`src/rtl/pipe_stage_reg.sv`:
```
// Pipeline stage register: NUM_DATA lanes plus control bundle and rd, valid/ready
// handshake with optional two-entry skid buffer, flush-to-bubble and bubble counter.
module pipe_stage_reg #(
    parameter int unsigned DATA_W   = 32,
    parameter int unsigned NUM_DATA = 4,
    parameter int unsigned CTRL_W   = 8,
    parameter int unsigned RD_W     = 5,
    parameter int unsigned SKID_EN  = 1,
    parameter int unsigned CNT_W    = 16
) (
    input  logic                       clk,
    input  logic                       reset,
    input  logic                       in_valid,
    output logic                       in_ready,
    input  logic [NUM_DATA*DATA_W-1:0] in_data,
    input  logic [CTRL_W-1:0]          in_ctrl,
    input  logic [RD_W-1:0]            in_rd,
    input  logic                       flush,
    output logic                       out_valid,
    input  logic                       out_ready,
    output logic [NUM_DATA*DATA_W-1:0] out_data,
    output logic [CTRL_W-1:0]          out_ctrl,
    output logic [RD_W-1:0]            out_rd,
    output logic                       skid_full,
    output logic [CNT_W-1:0]           bubble_cnt
);
    localparam int unsigned PAY_W = NUM_DATA * DATA_W;
    localparam bit USE_SKID = (SKID_EN != 0);
    localparam logic [CNT_W-1:0] CNT_MAX = '1;

    typedef enum logic [1:0] {
        ST_EMPTY = 2'd0,
        ST_FULL  = 2'd1,
        ST_SKID  = 2'd2
    } state_e;

    state_e            state_q, state_d;
    logic [PAY_W-1:0]  main_data_q, main_data_d;
    logic [CTRL_W-1:0] main_ctrl_q, main_ctrl_d;
    logic [RD_W-1:0]   main_rd_q, main_rd_d;
    logic [PAY_W-1:0]  skid_data_q, skid_data_d;
    logic [CTRL_W-1:0] skid_ctrl_q, skid_ctrl_d;
    logic [RD_W-1:0]   skid_rd_q, skid_rd_d;
    logic [CNT_W-1:0]  bubble_cnt_q;
    logic              main_valid;
    logic              in_xfer;

    assign main_valid = (state_q != ST_EMPTY);
    // Skid mode: ready comes from state only; single-entry mode passes out_ready through.
    assign in_ready   = USE_SKID ? (state_q != ST_SKID) : (!main_valid || out_ready);
    assign in_xfer    = in_valid && in_ready;

    assign out_valid  = main_valid;
    assign out_data   = main_data_q;
    assign out_ctrl   = main_ctrl_q & {CTRL_W{main_valid}};
    assign out_rd     = main_rd_q & {RD_W{main_valid}};
    assign skid_full  = USE_SKID && (state_q == ST_SKID);
    assign bubble_cnt = bubble_cnt_q;

    // Next-state and entry movement
    always_comb begin
        state_d     = state_q;
        main_data_d = main_data_q;
        main_ctrl_d = main_ctrl_q;
        main_rd_d   = main_rd_q;
        skid_data_d = skid_data_q;
        skid_ctrl_d = skid_ctrl_q;
        skid_rd_d   = skid_rd_q;
        if (flush) begin
            state_d     = ST_EMPTY;
            main_ctrl_d = '0;
            main_rd_d   = '0;
            skid_ctrl_d = '0;
            skid_rd_d   = '0;
        end else begin
            case (state_q)
                ST_EMPTY: begin
                    if (in_xfer) begin
                        main_data_d = in_data;
                        main_ctrl_d = in_ctrl;
                        main_rd_d   = in_rd;
                        state_d     = ST_FULL;
                    end
                end
                ST_FULL: begin
                    if (in_xfer && out_ready) begin
                        main_data_d = in_data;
                        main_ctrl_d = in_ctrl;
                        main_rd_d   = in_rd;
                    end else if (out_ready) begin
                        state_d = ST_EMPTY;
                    end else if (in_xfer) begin
                        skid_data_d = in_data;
                        skid_ctrl_d = in_ctrl;
                        skid_rd_d   = in_rd;
                        state_d     = ST_SKID;
                    end
                end
                ST_SKID: begin
                    if (out_ready) begin
                        main_data_d = skid_data_q;
                        main_ctrl_d = skid_ctrl_q;
                        main_rd_d   = skid_rd_q;
                        skid_ctrl_d = '0;
                        skid_rd_d   = '0;
                        state_d     = ST_FULL;
                    end
                end
                default: state_d = ST_EMPTY;
            endcase
        end
    end

    always_ff @(posedge clk or negedge reset) begin
        if (!reset) begin
            state_q     <= ST_EMPTY;
            main_data_q <= '0;
            main_ctrl_q <= '0;
            main_rd_q   <= '0;
            skid_data_q <= '0;
            skid_ctrl_q <= '0;
            skid_rd_q   <= '0;
        end else begin
            state_q     <= state_d;
            main_data_q <= main_data_d;
            main_ctrl_q <= main_ctrl_d;
            main_rd_q   <= main_rd_d;
            skid_data_q <= skid_data_d;
            skid_ctrl_q <= skid_ctrl_d;
            skid_rd_q   <= skid_rd_d;
        end
    end

    // Saturating count of cycles with no valid output
    always_ff @(posedge clk or negedge reset) begin
        if (!reset) begin
            bubble_cnt_q <= '0;
        end else if (!main_valid && (bubble_cnt_q != CNT_MAX)) begin
            bubble_cnt_q <= bubble_cnt_q + CNT_W'(1);
        end
    end

endmodule
```
`config.mk`:
```
export PLATFORM = sky130hd
export DESIGN_NAME = pipe_stage_reg
export DESIGN_NICKNAME = d
export VERILOG_FILES = /design/src/rtl/pipe_stage_reg.sv
export SDC_FILE = /design/constraint.sdc
export NUM_CORES = 1
export LEC_CHECK = 0
export CORE_ASPECT_RATIO = 0.6
export CORE_UTILIZATION = 51
export DETAILED_ROUTE_END_ITERATION = 8
export PLACE_DENSITY = 0.79
export SYNTH_ARGS = -nofsm -noshare
export SYNTH_HDL_FRONTEND = slang
export SYNTH_SLANG_ARGS = --single-unit
export TNS_END_PERCENT = 30
```
`constraint.sdc`:
```
create_clock -name clk -period 2.7 [get_ports clk]
set_input_delay 0.54 -clock clk [delete_from_list [all_inputs] [get_ports clk]]
set_output_delay 0.54 -clock clk [all_outputs]
set_load 0.03 [all_outputs]
```
---- After elaboration in Yosys (flattened, before gate mapping) ----
Index checks and enable logic that the tools add are counted.
cells by class
  bitwise operators ....................... 5
  reduce and logical (&&, ||, !) cells .... 14
  add/subtract/negate cells ............... 1
  equal/unequal tests ..................... 14
  muxes and demuxes ....................... 31
operators with widths
  operator                                                          number
  128-bit two-way mux                                               3
  128-bit case mux with 3 select lines                              1
  8-bit two-way mux                                                 8
  5-bit two-way mux                                                 8
  8-bit case mux with 3 select lines                                1
  3-bit != test (second input constant)                             6
  16-bit by 1-bit adder with 16-bit output (second input constant)  1
  16-bit != test (second input constant)                            1
  8-bit case mux with 2 select lines                                1
  5-bit case mux with 3 select lines                                1
  5-bit AND reduction                                               3
  2-bit two-way mux                                                 6
  5-bit case mux with 2 select lines                                1
  8-bit AND                                                         1
  2-bit != test (second input constant)                             4
  4-bit AND reduction                                               2
  2-bit case mux with 3 select lines                                1
  3-bit nonzero test                                                2
  5-bit AND                                                         1
  4-bit != test (second input constant)                             1
  4-bit nonzero test                                                1
  1-bit logical AND                                                 3
  1-bit NOT                                                         3
  2-bit by 1-bit == test with 1-bit output (second input constant)  1
  4 further kinds                                                   4
word-level totals
  bits in registers ....................... 300
  logic and storage cells ................. 73
  output and inout port bits .............. 160

---- Longest topological paths before layout ----
  depth in word-level cells ............... 7
  depth in mapped cells ................... 8
  mapped depth without buffers ............ 6

---- Least setup slack after synthesis ----
Ideal clock, no wire load.
  kind .................................... register to register
  start ................................... reg state_q[0]
  end ..................................... reg main_data_q[11] (netlist: out_data[11])
  data required time ...................... 2573 ps
  slack ................................... 362 ps
  setup time .............................. 127 ps
  period minus slack after synthesis ...... 2338 ps
  data arrival time ....................... 2211 ps
  path buffers ............................ 3
  stages on the path, launching flop included .. 8
  cells stage by stage .................... dfrtp_1 > inv_1 > ha_1 > buf_4 > buf_6 > clkbuf_1 > mux2_2 > mux2_1
RTL lines
  what                                                                  RTL line  source
  start, declared                                                       37        state_e state_q, state_d;
  start signal, assigned                                                124       state_q <= state_d;
  2-bit == test *                                                       --
  named net skid_full                                                   24        output logic skid_full,
  2-bit != test (no line) / 3-bit nonzero test (equally long branches)  --
  5-bit AND reduction (no line)                                         --
  end signal, assigned                                                  125       main_data_q <= main_data_d;
  end, declared                                                         38        logic [PAY_W-1:0] main_data_q, main_data_d;
Mark *: on every way through the listed nets, which the timed path passes. The rest lies on a longest branch.
A chain may end at the register's enable or synchronous reset.

---- Worst setup path after layout ----
  start ................................... reg state_q[0]
  end ..................................... out out_ctrl[5]
on the way
  word-level cells in the longest chain between the ends .. 2
RTL lines
  what                RTL line  source
  2-bit nonzero test  48        assign main_valid = (state_q != ST_EMPTY);
  8-bit AND           55        assign out_ctrl = main_ctrl_q & {CTRL_W{main_valid}};
  end, declared       22        output logic [CTRL_W-1:0] out_ctrl,
Every way passes these cells.

==> impl_summary.md <==
STA
The smallest clock period supported by the final layout is computed as 2580 ps. Setup repair after global routing left no endpoint under its margin. The total negative setup slack is 0 ps.

The final setup slack of the worst path is 115 ps. In the finished design, the share of the clock period the worst path needs comes to 0.957. The count of pins over their slew limit is 0. The worst max-slew margin expressed relative to the limit is 0.384. The actual transition at the worst max-transition pin is 924 ps. Between clock sinks in the finished design, the worst skew comes to 20.3 ps.

Setup violations remaining at the end of the flow were counted as 0. The count of final hold-check violations is 0. Derived from the worst setup path, the maximum achievable clock frequency is 387 MHz.

Clocking
The clock sink count is 300. The worst-case clock buffer depth is 3. The total number of H-tree levels is 1. After clock tree synthesis, the clock-pin slew on the worst setup and hold paths is 60 ps. In this run, CTS created clock tree buffers numbering 29. At the later pin of the worst-skew pair, clock insertion delay measures 560 ps. The TritonCTS clock tree is done. The root buffer cell chosen for the clock tree is sky130_fd_sc_hd__clkbuf_16.

Floorplanning
The number of placed I/O pins is 306. The die height is 130 microns. The initial utilization of the core area, before any placement, comes to 0.522. The core region is 26500 sq um. The floorplan step defined a die boundary enclosing 27900 sq um. The initialized floorplan defines 46 standard-cell rows. In this run the horizontal extent of the chip is 215 microns.

Place
After legalization and detailed placement, the total HPWL measured 21.2 mm. The number of I/O port buffers is 305. OpenSTA, run right after detailed placement, puts the worst setup slack at 94.0 ps. Routability-driven placement finished with a final weighted congestion of 0.782.

Run status
The run finished with clean final reports.

Logic synthesis
Of the synthesized area, sequential elements account for 0.542. The number of flops mapped to enable cells by yosys is 0. Synthesis produced 919 cells. Ranked by total cell area, the synthesized netlist is headed by sky130_fd_sc_hd__dfrtp_1, sky130_fd_sc_hd__mux2_2, sky130_fd_sc_hd__mux2_4.

Averaged over all synthesized cells, the footprint is 15.1 sq um. The share of the synthesized area in the top cell type is 0.542. The async set-reset flop share out of synthesis is 1.00. The number of synthesis warnings is 0. The cell taking the most area after synthesis is sky130_fd_sc_hd__dfrtp_1.

The number of nets handed over by synthesis was 1070. The most used flip-flop cell after synthesis is sky130_fd_sc_hd__dfrtp_1. In this run the cell area of the synthesized design comes to 13900 sq um. Counting flops and latches in the post-synthesis netlist gives 300. The count of cell types in the netlist is 41. By count the netlist is led by sky130_fd_sc_hd__dfrtp_1, sky130_fd_sc_hd__mux2_2, sky130_fd_sc_hd__mux2_4.

The most frequent cell after synthesis is sky130_fd_sc_hd__dfrtp_1.

Route
The via count is 8407. Dividing the detail-routed wire length by the instance count gives 19.6 microns. After detailed routing, the number of remaining DRC violations is 0. In this run the remaining antenna-violating nets after routing total 0.

Using the TritonRoute via totals, the vias-per-cell ratio works out to 5.21. The iteration count of the initial detailed-routing pass is 5. The number of DRC markers after the initial detailed-route iteration is 456. The final wirelength is 31.7 mm.

Global routing
The initial antenna violation count came to 5. The first-pass GRT wire length is 50.1 mm. The pin count of the biggest net entering global routing is 73. Across every metal layer, demand over resource in global routing totals 0.228. The via count of the first global-routing pass is 8739. The total congestion overflow is 0.

Critical path
Measured in cells, the most critical reg-to-reg path has a length of 6. The worst flop-to-flop path startpoint is state_q[0]. Setup slack on the worst reg-to-reg path comes out at 360 ps.

The critical path goes through inv_1, ha_1, buf_12, nor2b_1, dlygate4sd2_1. In this run the worst path has a maximum fanout of 22. The most critical setup path has its startpoint at state_q[0]. For this run, the slowest stage of the critical path takes 460 ps.

The endpoint of the lowest-slack register-to-register path is out_data[104]. At the worst endpoint, the required time is 2160 ps. By startpoint and endpoint, the worst setup path is classified as register to output pin. The destination of the critical timing path is out_ctrl[5]. The worst setup path is captured at an output pin. The category of cells accounting for the largest share of critical-path delay is buffers and inverters.

The worst-path cell with the longest stage delay is sky130_fd_sc_hd__dlygate4sd2_1. The critical path crosses 5 cells after its start point. The critical path buffer and inverter count is 3.

The data arrival time at the worst-slack endpoint is 2040 ps. The worst setup path is launched from a register.

Pwr
The maximum VDD drop is 0.739 mV. Summed over all cells, the static leakage comes to 0.00792 uW. In this run the power density over the cells is 1110 nW/um^2.

Final layout
The final-layout fill cell count is 1857. The share of cells above drive strength 1 is 0.363. At the end of the flow, the number of nets in the layout was 1381. The area overhead of the layout relative to synthesis is 32.1%.

Flow run
Across the run, the number of max-cap violations was 0.

Hold path
The min-delay analysis places its worst path in the category register to register.
-- registers in the layout, indices dropped and copies added, names as in the netlist --
name	flops
main_ctrl_q	8
skid_ctrl_q	8
state_q	2
bubble_cnt	16
skid_rd_q	5
out_data	128
main_rd_q	5
skid_data_q	128
-- cells by family (layout without fill, tap and decap cells) --
group	count (synthesis)	count (layout)	synth area share
multiplexers	414	414	0.362
flip-flops	300	300	0.542
AND/OR/NAND/NOR	101	101	0.0357
buffers and inverters	60	392	0.0337
AO/OA/AOI/OAI	28	28	0.0152
XOR/XNOR	11	11	0.00695
adder cells (fa/ha/maj)	5	5	0.00451
other	0	3	0
-- timing repair --
| item | CTS | global route |
|---|---|---|
| setup endpoints to repair | 14 | 2 |
| hold buffers | 1 | 0 |
| endpoints found under the hold margin | 15 | 0 |
| buffers inserted | 0 | 0 |
| gates resized for setup | 14 | 2 |
-- cell type report --
class	instances	area (sq um)	share of cell area
antenna	3	7.51	0.000410
clock buffer	41	841	0.0459
clock inverter	11	139	0.00759
inverter	7	26.3	0.00144
multi-input combinational	559	5910	0.323
sequential	300	7510	0.410
tap	360	450	0.0246
timing repair buffer	333	3430	0.187
-- tightest hold or removal path, stage by stage (launching register included) --
cell	delay, ps
sky130_fd_sc_hd__dfrtp_1	340
sky130_fd_sc_hd__nand2_1	40
sky130_fd_sc_hd__o21ai_0	60
-- cell usage in the layout, fill, tap and decap left out, types with 3 or more instances in the layout --
master                            netlist  routed
sky130_fd_sc_hd__nand2b_1               3       3
sky130_fd_sc_hd__nor3_1                 5       5
sky130_fd_sc_hd__buf_4                  2      14
sky130_fd_sc_hd__o21ai_0               13      13
sky130_fd_sc_hd__xor2_1                 5       5
sky130_fd_sc_hd__buf_12                11      14
sky130_fd_sc_hd__nor2_1                25      25
sky130_fd_sc_hd__clkinv_2               0       5
sky130_fd_sc_hd__mux2_2               269     269
sky130_fd_sc_hd__mux2i_1               14      14
sky130_fd_sc_hd__dlygate4sd2_1          0      13
sky130_fd_sc_hd__clkbuf_8               0       7
sky130_fd_sc_hd__bufinv_16              0       3
sky130_fd_sc_hd__clkdlybuf4s50_1        0     288
sky130_fd_sc_hd__diode_2                0       3
sky130_fd_sc_hd__nand2_1               35      35
sky130_fd_sc_hd__nor2b_1               13      13
sky130_fd_sc_hd__xnor2_1                6       6
sky130_fd_sc_hd__clkbuf_16              0      29
sky130_fd_sc_hd__inv_1                  6       6
sky130_fd_sc_hd__mux2_4               100     100
sky130_fd_sc_hd__dfrtp_1              300     300
sky130_fd_sc_hd__nand3_1                9       9
sky130_fd_sc_hd__mux2_1                31      31
sky130_fd_sc_hd__clkbuf_1              16       5
sky130_fd_sc_hd__ha_1                   5       4
sky130_fd_sc_hd__a21o_1                 3       3
-- per-stage QoR --
stage	hold slack (ps)	instances	util	instance area, sq um	power [uW]
6_report	481	1614	0.690	18300	20300
5_1_grt	502	1611	0.690	18300	21300
4_1_cts	486	1611	0.690	18300	20500
3_5_place_dp	471	1558	0.653	17300	16200
3_3_place_gp	467	1558	0.653	17300	16000
2_1_floorplan	244	919	-	13900	12900
-- power breakdown --
part | leakage [uW] | switching (uW) | total [uW] | internal (uW)
Clock | 0.000480 | 1730 | 4180 | 2450
Sequential | 0.00365 | 1160 | 7700 | 6550
Combinational | 0.00379 | 4040 | 8430 | 4390
-- metal layers --
| metal | global-route usage | up-vias | share of wire |
|---|---|---|---|
| met3 | 0.0836 | 41 | 0.076 |
| met2 | 0.338 | 222 | 0.44 |
| met5 | 0 | - | 0.00076 |
| met1 | 0.326 | 4253 | 0.47 |
| met4 | 0.0382 | 4 | 0.016 |
| li1 | - | 3887 | - |
-- how the worst min path moves through the flow --
| stage | start | to | depth (start not counted) |
|---|---|---|---|
| after floorplan | reset | bubble_cnt[0] | 0 |
| after global placement | out_data[22] | out_data[22] | 1 |
| after detailed placement | skid_ctrl_q[6] | skid_ctrl_q[6] | 2 |
| after CTS | skid_ctrl_q[2] | skid_ctrl_q[2] | 2 |
| after global routing | main_ctrl_q[0] | main_ctrl_q[0] | 1 |
| final | skid_ctrl_q[6] | skid_ctrl_q[6] | 2 |
Note: power is estimated with default switching activity, not from simulation.
